<file path="src/rtl/memwb_skid_reg.sv">
// MEM/WB pipeline register with ready/valid handshake and a 2-entry skid buffer.
// Optional stall counter enabled by defining MEMWB_PERF_CNT_EN.
module memwb_skid_reg #(
  parameter int DATA_W = 32,
  parameter int REG_AW = 5,
  parameter int ADDR_W = 32,
  parameter int CNT_W  = 16
) (
`ifdef MEMWB_PERF_CNT_EN
  output logic [CNT_W-1:0]  stall_cnt,
`endif
  input  logic              clk,
  input  logic              rst,
  input  logic              flush,
  input  logic              in_valid,
  output logic              in_ready,
  input  logic [DATA_W-1:0] mem_data_in,
  input  logic [DATA_W-1:0] alu_out_in,
  input  logic [REG_AW-1:0] rd_addr_in,
  input  logic [ADDR_W-1:0] branch_addr_in,
  input  logic              pc_src_in,
  input  logic              mem_to_reg_in,
  input  logic              reg_write_in,
  output logic              out_valid,
  input  logic              out_ready,
  output logic [DATA_W-1:0] mem_data,
  output logic [DATA_W-1:0] alu_out,
  output logic [REG_AW-1:0] rd_addr,
  output logic [ADDR_W-1:0] branch_addr,
  output logic              pc_src,
  output logic              mem_to_reg,
  output logic              reg_write,
  output logic [DATA_W-1:0] wb_data
);

  if (CNT_W < 1) begin : g_cnt_w_check
    $error("memwb_skid_reg: CNT_W must be at least 1");
  end

  typedef enum logic [1:0] {EMPTY, ONE, FULL2} state_t;

  typedef struct packed {
    logic [DATA_W-1:0] mem_data;
    logic [DATA_W-1:0] alu_out;
    logic [REG_AW-1:0] rd_addr;
    logic [ADDR_W-1:0] branch_addr;
    logic              pc_src;
    logic              mem_to_reg;
    logic              reg_write;
  } entry_t;

  state_t state;
  entry_t main_q;
  entry_t skid_q;
  entry_t in_entry;
  logic   accept;
  logic   drain;

  assign accept = in_valid & in_ready;
  assign drain  = out_valid & out_ready;

  assign in_entry = '{mem_data:    mem_data_in,
                      alu_out:     alu_out_in,
                      rd_addr:     rd_addr_in,
                      branch_addr: branch_addr_in,
                      pc_src:      pc_src_in,
                      mem_to_reg:  mem_to_reg_in,
                      reg_write:   reg_write_in};

  // out_valid/in_ready are registered alongside state so neither depends
  // combinationally on out_ready; control bits are cleared on every path to EMPTY.
  always_ff @(posedge clk or posedge rst) begin
    if (rst) begin
      state     <= EMPTY;
      out_valid <= 1'b0;
      in_ready  <= 1'b1;
      main_q    <= '0;
      skid_q    <= '0;
    end else if (flush) begin
      state             <= EMPTY;
      out_valid         <= 1'b0;
      in_ready          <= 1'b1;
      main_q.pc_src     <= 1'b0;
      main_q.mem_to_reg <= 1'b0;
      main_q.reg_write  <= 1'b0;
      skid_q.pc_src     <= 1'b0;
      skid_q.mem_to_reg <= 1'b0;
      skid_q.reg_write  <= 1'b0;
    end else begin
      case (state)
        EMPTY: begin
          if (accept) begin
            main_q    <= in_entry;
            state     <= ONE;
            out_valid <= 1'b1;
            in_ready  <= 1'b1;
          end
        end
        ONE: begin
          if (accept && drain) begin
            main_q <= in_entry;
          end else if (accept) begin
            skid_q   <= in_entry;
            state    <= FULL2;
            in_ready <= 1'b0;
          end else if (drain) begin
            state             <= EMPTY;
            out_valid         <= 1'b0;
            main_q.pc_src     <= 1'b0;
            main_q.mem_to_reg <= 1'b0;
            main_q.reg_write  <= 1'b0;
          end
        end
        FULL2: begin
          if (drain) begin
            main_q   <= skid_q;
            state    <= ONE;
            in_ready <= 1'b1;
          end
        end
        default: begin
          state     <= EMPTY;
          out_valid <= 1'b0;
          in_ready  <= 1'b1;
        end
      endcase
    end
  end

  assign mem_data    = main_q.mem_data;
  assign alu_out     = main_q.alu_out;
  assign rd_addr     = main_q.rd_addr;
  assign branch_addr = main_q.branch_addr;
  assign pc_src      = main_q.pc_src;
  assign mem_to_reg  = main_q.mem_to_reg;
  assign reg_write   = main_q.reg_write;
  assign wb_data     = main_q.mem_to_reg ? main_q.mem_data : main_q.alu_out;

`ifdef MEMWB_PERF_CNT_EN
  // Saturating count of cycles the writeback stage stalls a valid entry.
  always_ff @(posedge clk or posedge rst) begin
    if (rst) begin
      stall_cnt <= '0;
    end else if (out_valid && !out_ready && (stall_cnt != '1)) begin
      stall_cnt <= stall_cnt + 1'b1;
    end
  end
`endif

endmodule

</file>
<file path="config.mk">
export PLATFORM = sky130hd
export DESIGN_NAME = memwb_skid_reg
export DESIGN_NICKNAME = d
export VERILOG_FILES = /design/src/rtl/memwb_skid_reg.sv
export SDC_FILE = /design/constraint.sdc
export NUM_CORES = 1
export LEC_CHECK = 0
export CELL_PAD_IN_SITES_DETAIL_PLACEMENT = 0
export CELL_PAD_IN_SITES_GLOBAL_PLACEMENT = 1
export CORE_AREA = 2 2 168 170
export DETAILED_ROUTE_END_ITERATION = 10
export DIE_AREA = 0 0 170 172
export GPL_TIMING_DRIVEN = 0
export PLACE_DENSITY = 0.81
export SLEW_MARGIN = 20
export SYNTH_ARGS = -nofsm -noshare
export SYNTH_HDL_FRONTEND = slang
export SYNTH_SLANG_ARGS = --single-unit
</file>
<file path="constraint.sdc">
create_clock -name clk -period 7.46 [get_ports clk]
set_clock_uncertainty 0.05 [all_clocks]
set_input_delay 1.492 -clock clk [delete_from_list [all_inputs] [get_ports clk]]
set_output_delay 1.492 -clock clk [all_outputs]
set_load 0.03 [all_outputs]
</file>
Word level (Yosys, flattened, before mapping)
Index checks and enable logic that the tools add are counted.

storage, ports and cells
  bits in registers = 212
  bits in latches = 0
  memory bits (writable) = 0
  bits in read-only memories = 0
  input bits = 109
  output and inout port bits = 138
  logic and storage cells = 81
  memories kept = 0

cells by class
  add/subtract/negate cells = 0
  multipliers = 0
  divide/modulo/power cells = 0
  $lt $le $gt $ge = 0
  equality and inequality tests = 16
  shift-type cells = 0
  multiplexer cells = 31
  bitwise operators = 4
  reductions and logical operators = 13

operator list
  cell                number
  $pmux 104 s3        1
  $mux 104            2
  $mux 101            1
  $mux 32             1
  $mux 3              8
  $ne 3x3->1 const B  6
  $reduce_and 5->1    3
  $mux 2              6
  $ne 4x4->1 const B  3
  $reduce_and 4->1    3
  $ne 2x2->1 const B  5
  $mux 1              9
  $pmux 1 s3          2
  $pmux 2 s3          1
  $reduce_bool 2->1   2
  $reduce_bool 4->1   1
  $reduce_and 3->1    1
  $reduce_bool 3->1   1
  $and 1x1->1         2
  $eq 2x1->1 const B  1
  $eq 2x2->1 const B  1
  $logic_not 2->1     1
  $not 1->1           2
  $logic_and 1x1->1   1

Longest topological paths before layout
Gate-level depths: netlist of the first run.

  word-level depth = 6
  depth in mapped cells = 8
  depth with buffers taken out = 6

Least setup slack after synthesis of the first run
Ideal clock, no wire load.

  path type = register -> output
  start point = register, netlist name mem_to_reg
  end point = output port wb_data[10]
  arrival = 1.543 ns
  required time = 5.918 ns
  setup slack = 4.375 ns
  cell stages (with the launch flop) = 4
  buffers on the path = 2
  cells stage by stage = dfrtp_1 -> clkbuf_1 -> clkbuf_1 -> mux2_2

on the way
  longest elaborated chain between the ends = 1

ends and longest elaborated chain
  what       RTL line  source
  $mux 32    137       assign wb_data = main_q.mem_to_reg ? main_q.mem_data : main_q.alu_out;
  to (decl)  33        output logic [DATA_W-1:0] wb_data

Every way passes these cells.

Worst setup path after layout of the first run
  start point = register, netlist name mem_to_reg
  end point = output port wb_data[29]

on the way
  longest elaborated chain between the ends = 1

ends and longest elaborated chain
  what     RTL line
  $mux 32  137

Every way passes these cells.

==> results of run 1 <==
-- critical path: cells and delay by family (launching register included) --
family	cells	cell delay (ns)
flops	1	0.37
buf+inv	3	1.89
mux	1	0.41
-- final cells by class --
type                       instances  area (µm²)  area share [%]
inverter                           3        18.8           0.146
timing repair buffer             247        2510            19.4
multi-input combinational        504        3620            28.1
sequential                       212        5310            41.1
clock inverter                     4        23.8           0.184
buffer                            64         307            2.38
tap                              346         433            3.36
clock buffer                      36         684            5.31
-- logic make-up (layout without fill, tap and decap cells) --
family | count (synthesis) | in the layout
AOI/OAI and AO/OA | 221 | 221
adders and majority gates | 5 | 5
buffers and inverters | 67 | 354
DFF | 212 | 212
muxes | 138 | 138
and+or+nand+nor | 140 | 140
-- synth_stat cells (2+ instances only) --
library cell  instances
dfrtp_1             211
mux2_2              134
nor2_1              115
a21oi_1             105
a22oi_1             101
clkbuf_1             29
buf_2                26
buf_4                 9
nand3_1               7
ha_1                  5
a2111oi_0             4
mux2i_1               4
nor2b_1               4
nor3_1                4
inv_1                 3
a21boi_1              2
nand2b_1              2
-- through the flow --
step / instance area, µm² / utilization (%)
after floorplan: 9240 / -
after global placement: 12100 / 44.1
after detailed placement: 12200 / 44.4
after CTS: 12900 / 46.9
after global routing: 12900 / 46.9
final: 12900 / 46.9
-- placed cells by master (no fill, tap or decap), drive strengths merged, types with 5 or more instances in the layout --
| cell type | Yosys | final |
|---|---|---|
| nand3 | 7 | 7 |
| clkbuf | 29 | 65 |
| clkdlybuf4s50 | 0 | 245 |
| ha | 5 | 5 |
| dfrtp | 211 | 211 |
| a22oi | 101 | 101 |
| buf | 35 | 37 |
| mux2 | 134 | 134 |
| nor2 | 115 | 115 |
| a21oi | 105 | 105 |
| a2111oi | 5 | 5 |
-- routing by layer --
layer  routed length, µm  part of all wire [%]  track usage (%)  up-vias
met5                   0                     0                0        -
met4                 698                   2.5             5.20        0
met3                2370                   8.6             5.63       40
met2               12400                    45             29.4      271
met1               12100                    44             25.1     3675
li1                    -                     -                -     3379
-- worst max path at each step --
stage | start | to | cells after the start
4_1_cts | mem_to_reg | wb_data[30] | 4
3_5_place_dp | mem_to_reg | wb_data[30] | 4
6_report | mem_to_reg | wb_data[29] | 4
5_1_grt | mem_to_reg | wb_data[30] | 4
2_1_floorplan | rst | alu_out[0] | 1
3_3_place_gp | rst | alu_out[10] | 2
-- where the power goes --
| group | internal, mW | leakage (nW) | switching, mW |
|---|---|---|---|
| Clock | 0.627 | 0.351 | 0.452 |
| Sequential | 1.73 | 2.48 | 0.378 |
| Combinational | 1.41 | 2.41 | 1.80 |
| Total | 3.77 | 5.24 | 2.63 |
==> metrics.yaml, run 1 <==
numCtsBuffers: 23
synthXorXnorAreaFrac_pct: 0
rows: 61
hold_path_class: "reg2reg"
yosys.area_share.simple_pct: 6.27
hold_start: "skid_q[41]"
fin_hold_ws_ns: 0.456
holdPathEnd: "skid_q[41]"
start_util_pct: 33.6
drc: 0
clock_path_buffers: 3
dp_cells: 1376
die_area_um2: 29200
synthAdderAreaFrac_pct: 0.677
cts_setup_buffers: 0
power_density_nw_per_um2: 496
synth.area.top_cells: "dfrtp_1, mux2_2, a22oi_1"
rrSetupSlack_ns: 4.47
nFillCells: 2574
ys_ff_latch: 212
antenna_found_initial: 0
drv_slew: 0
cts_tree: "built"
path_class: "reg2out"
timing.slew.headroom_pct: 31.7
min_period_over_period_pct: 63.4
dp_hpwl_mm: 19.3
regMostFlops: "skid_q"
numPortBuffers: 245
grt_setup_unrepaired: "false"
cp-start-kind: "flop"
synthFlopType: "dfrtp_1"
synth_compound_area_share_pct: 15.4
area_growth_pct: 39.6
period_minus_slack_ns: 4.73
max_stage_delay_ns: 0.66
worstPathCellList: "clkbuf_1 > clkbuf_1 > mux2_2 > clkdlybuf4s50_1"
vdd_drop_max_mv: 0.268
synth_mux_area_share_pct: 16.8
synth_enable_flop_cells: 0
largest_register_ffs: 104
finalSetupTns_ns: 0
clkSinkCount: 212
crit_path_top_delay_cell: "clkbuf_1"
r2r-end: "branch_addr[7]"
outcome: "completed"
finalNonFillerCells: 1416
reg2reg_depth: 8
synth-async-reset-ratio_pct: 100
hold_viol: 0
grt_use_total_pct: 18.6
hold-path-cell-count: 1
wl_per_cell_um: 19.5
critical_path_required_ns: 5.92
crit_fanout: 10
synth_nets: 897
drive_gt1_share_pct: 19.6
ys_warn_count: 0
totalPowerFinal_mw: 6.40
synth_top_area_share_pct: 57.1
core_um2: 27500
die_x_um: 170
io_pins: 247
cts_hold_buf: 0
drt-initial-drc-count: 505
avgSynthCellArea_um2: 11.8
cts_max_level: 1
vias: 7365
r2r-start: "state[0]"
grt_max_degree: 95
synthCells: 783
synth_cell_types: 35
ys_seq_area_share_pct: 57.4
netlist.top_cell.by_area: "dfrtp_1"
insertion_delay_ns: 0.51
post_cts_resized: 0
die_h_um: 172
synth_area_um2: 9240
synth_top_family_by_area: "multiplexers"
nets: 1169
clk_pin_slew_ns: 0.06
p_leak_nw: 5.24
tightestPinTransition_ns: 0.999
cts-root-buf: "clkbuf_16"
viasPerCell: 5.20
n_antenna_cell: 0
fmax_ghz: 0.212
cap_violations: 0
drt_wl_total_mm: 27.6
place_ws_ns: 3.23
critPathMostFrequentCell: "clkbuf_1"
grt_pass1_wl_mm: 42.7
gp_congestion: 0.777
fin_ws_ns: 2.73
ant_nets: 0
end_kind: "primary output"
setup_violations: 0
grt-ovfl-total: 0
grt_pass1_vias: 7561
drt_pass1_iterations: 5
arrival_ns: 3.18
Power figures use the tool's default switching activity.
==> run 2, diff against run 1 <==
==> constraint.sdc (replaced) <==
create_clock -name clk -period 3.8 [get_ports clk]
set_clock_uncertainty 0.05 [all_clocks]
set_input_delay 0.76 -clock clk [delete_from_list [all_inputs] [get_ports clk]]
set_output_delay 0.76 -clock clk [all_outputs]
set_load 0.03 [all_outputs]
==> run 2 against run 1 <==
Effect of this change:
- utilization is 0.46 points higher
- sequential share of layout area is 0.40 points lower
- total power is 98% higher
- via count is 0.67% lower
- first-iteration DRC count is 7.7% higher
- critical path depth is 1 lower
- cell area is 0.97% higher
- final cell count is 0.35% higher
- clock-buffer cell count is 1 lower
- sequential power is 96% higher
- hold slack hardly changed
- critical path type unchanged
- critical endpoint is now wb_data[10]
==> metrics.yaml, run 2 (synthesis results as in run 1) <==
core_um2: 27500
numPortBuffers: 245
hold_start: "skid_q[40]"
largest_register_ffs: 104
layout_common_cells: "clkdlybuf4s50_1, dfrtp_1, mux2_2"
grt.met2_usage_pct: 30.2
top_usage_layer: "met2"
cts_tree: "built"
crit_path_top_delay_cell: "dfrtp_1"
dp_hpwl_mm: 19.5
die_x_um: 170
io_pins: 247
grt_use_total_pct: 18.6
grt_setup_unrepaired: "false"
tightestPinTransition_ns: 1.13
clk_pin_slew_ns: 0.06
cts-root-buf: "clkbuf_16"
critical_path_required_ns: 2.99
power_density_nw_per_um2: 972
worstPathCellList: "clkbuf_1 > mux2_2 > clkdlybuf4s50_1"
antenna_found_initial: 1
rows: 61
grtUsageMet3_pct: 6.34
r2r-start: "state[0]"
insertion_delay_ns: 0.51
seqCellArea_um2: 5310
fin_hold_ws_ns: 0.456
fmax_ghz: 0.285
final_common_cell: "clkdlybuf4s50_1"
area_growth_pct: 40.9
arrival_ns: 2.69
path_class: "reg2out"
die_area_um2: 29200
viasPerCell: 5.15
nets: 1173
grt_max_degree: 34
drc: 0
outcome: "completed"
regMostFlops: "skid_q"
vdd_drop_max_mv: 0.411
setup_violations: 0
numCtsBuffers: 23
nFillCells: 2515
cts_max_level: 1
start_util_pct: 33.6
drive_gt1_share_pct: 20.4
vias: 7316
clkSinkCount: 212
ant_nets: 0
grt_pass1_vias: 7458
clock_path_buffers: 3
gp_congestion: 0.794
timing.slew.headroom_pct: 22.6
crit_fanout: 10
grt_use_met1_pct: 24.0
die_h_um: 172
drt-initial-drc-count: 544
period_minus_slack_ns: 3.50
utilization_pct: 47.4
drt_pass1_iterations: 5
drt_wl_total_mm: 27.4
multiInputGateArea_um2: 3620
startpoint: "mem_to_reg"
hold_path_class: "reg2reg"
grt_pass1_wl_mm: 42.5
wl_per_cell_um: 19.2
cap_violations: 0
cp-start-kind: "flop"
hold_viol: 0
n_antenna_cell: 0
drv_slew: 0
min_period_over_period_pct: 92.2
max_stage_delay_ns: 0.66
grt-ovfl-total: 0
finalSetupTns_ns: 0
p_leak_nw: 5.29
end_kind: "primary output"
run 2: changes by cell type in the layout (fill, tap and decap cells not counted), moves of 2 or more:
cell        before  now
buf_12           0    7
buf_16           2    0
clkbuf_1        36   32
clkinvlp_4       0    3
run 2: critical path: cells and delay by family (launching register included):
kind / cells / cell delay, ns
buf+inv: 2 / 1.12
flops: 1 / 0.66
mux: 1 / 0.40
run 2: area by class of cell:
class / count / area share [%]
Tap cell: 346 / 3.32
Clock buffer: 35 / 5.30
Buffer: 63 / 2.33
Multi-Input combinational cell: 504 / 27.8
Clock inverter: 6 / 0.490
Timing Repair Buffer: 252 / 19.9
Sequential cell: 212 / 40.7
Inverter: 3 / 0.115
run 2: repair_timing:
item                       CTS  global route
hold buffers                 0             0
gates resized for setup      1             0
setup endpoints to repair   19             0
buffers inserted             0             0
run 2: worst paths after layout:
| path | endpoint | slack [ns] | depth (start not counted) |
|---|---|---|---|
| worst max-delay path | wb_data[10] | 0.30 | 3 |
| worst min-delay path | skid_q[40] | 0.46 | 1 |
| worst max register to register | branch_addr[14] | 0.71 | 8 |
| worst min register to register | skid_q[40] | 0.46 | 1 |
| max in group asynchronous | skid_q[26] | 2.22 | 5 |
| min in group asynchronous | alu_out[17] | 0.53 | 2 |
run 2: report_power, final:
part / leakage (nW) / switching, mW / total (mW) / internal, mW
logic: 2.45 / 3.52 / 6.30 / 2.78
clock network: 0.366 / 0.908 / 2.23 / 1.32
registers: 2.48 / 0.743 / 4.13 / 3.39
run 2: routing by layer:
layer	wire (µm)	vias to the layer above
met5	13	-
li1	-	3390
met2	12700	256
met4	609	2
met3	2340	41
met1	11700	3627
run 2: stage by stage:
stage	cells	total power, mW	setup WS [ns]	instance area, µm²
2_1_floorplan	783	7.91	0.235	9250
3_3_place_gp	1374	10.4	-1.55	12100
3_5_place_dp	1381	10.5	0.293	12300
4_1_cts	1421	12.8	0.166	13000
5_1_grt	1421	13.4	0.112	13000
6_report	1421	12.7	0.297	13000
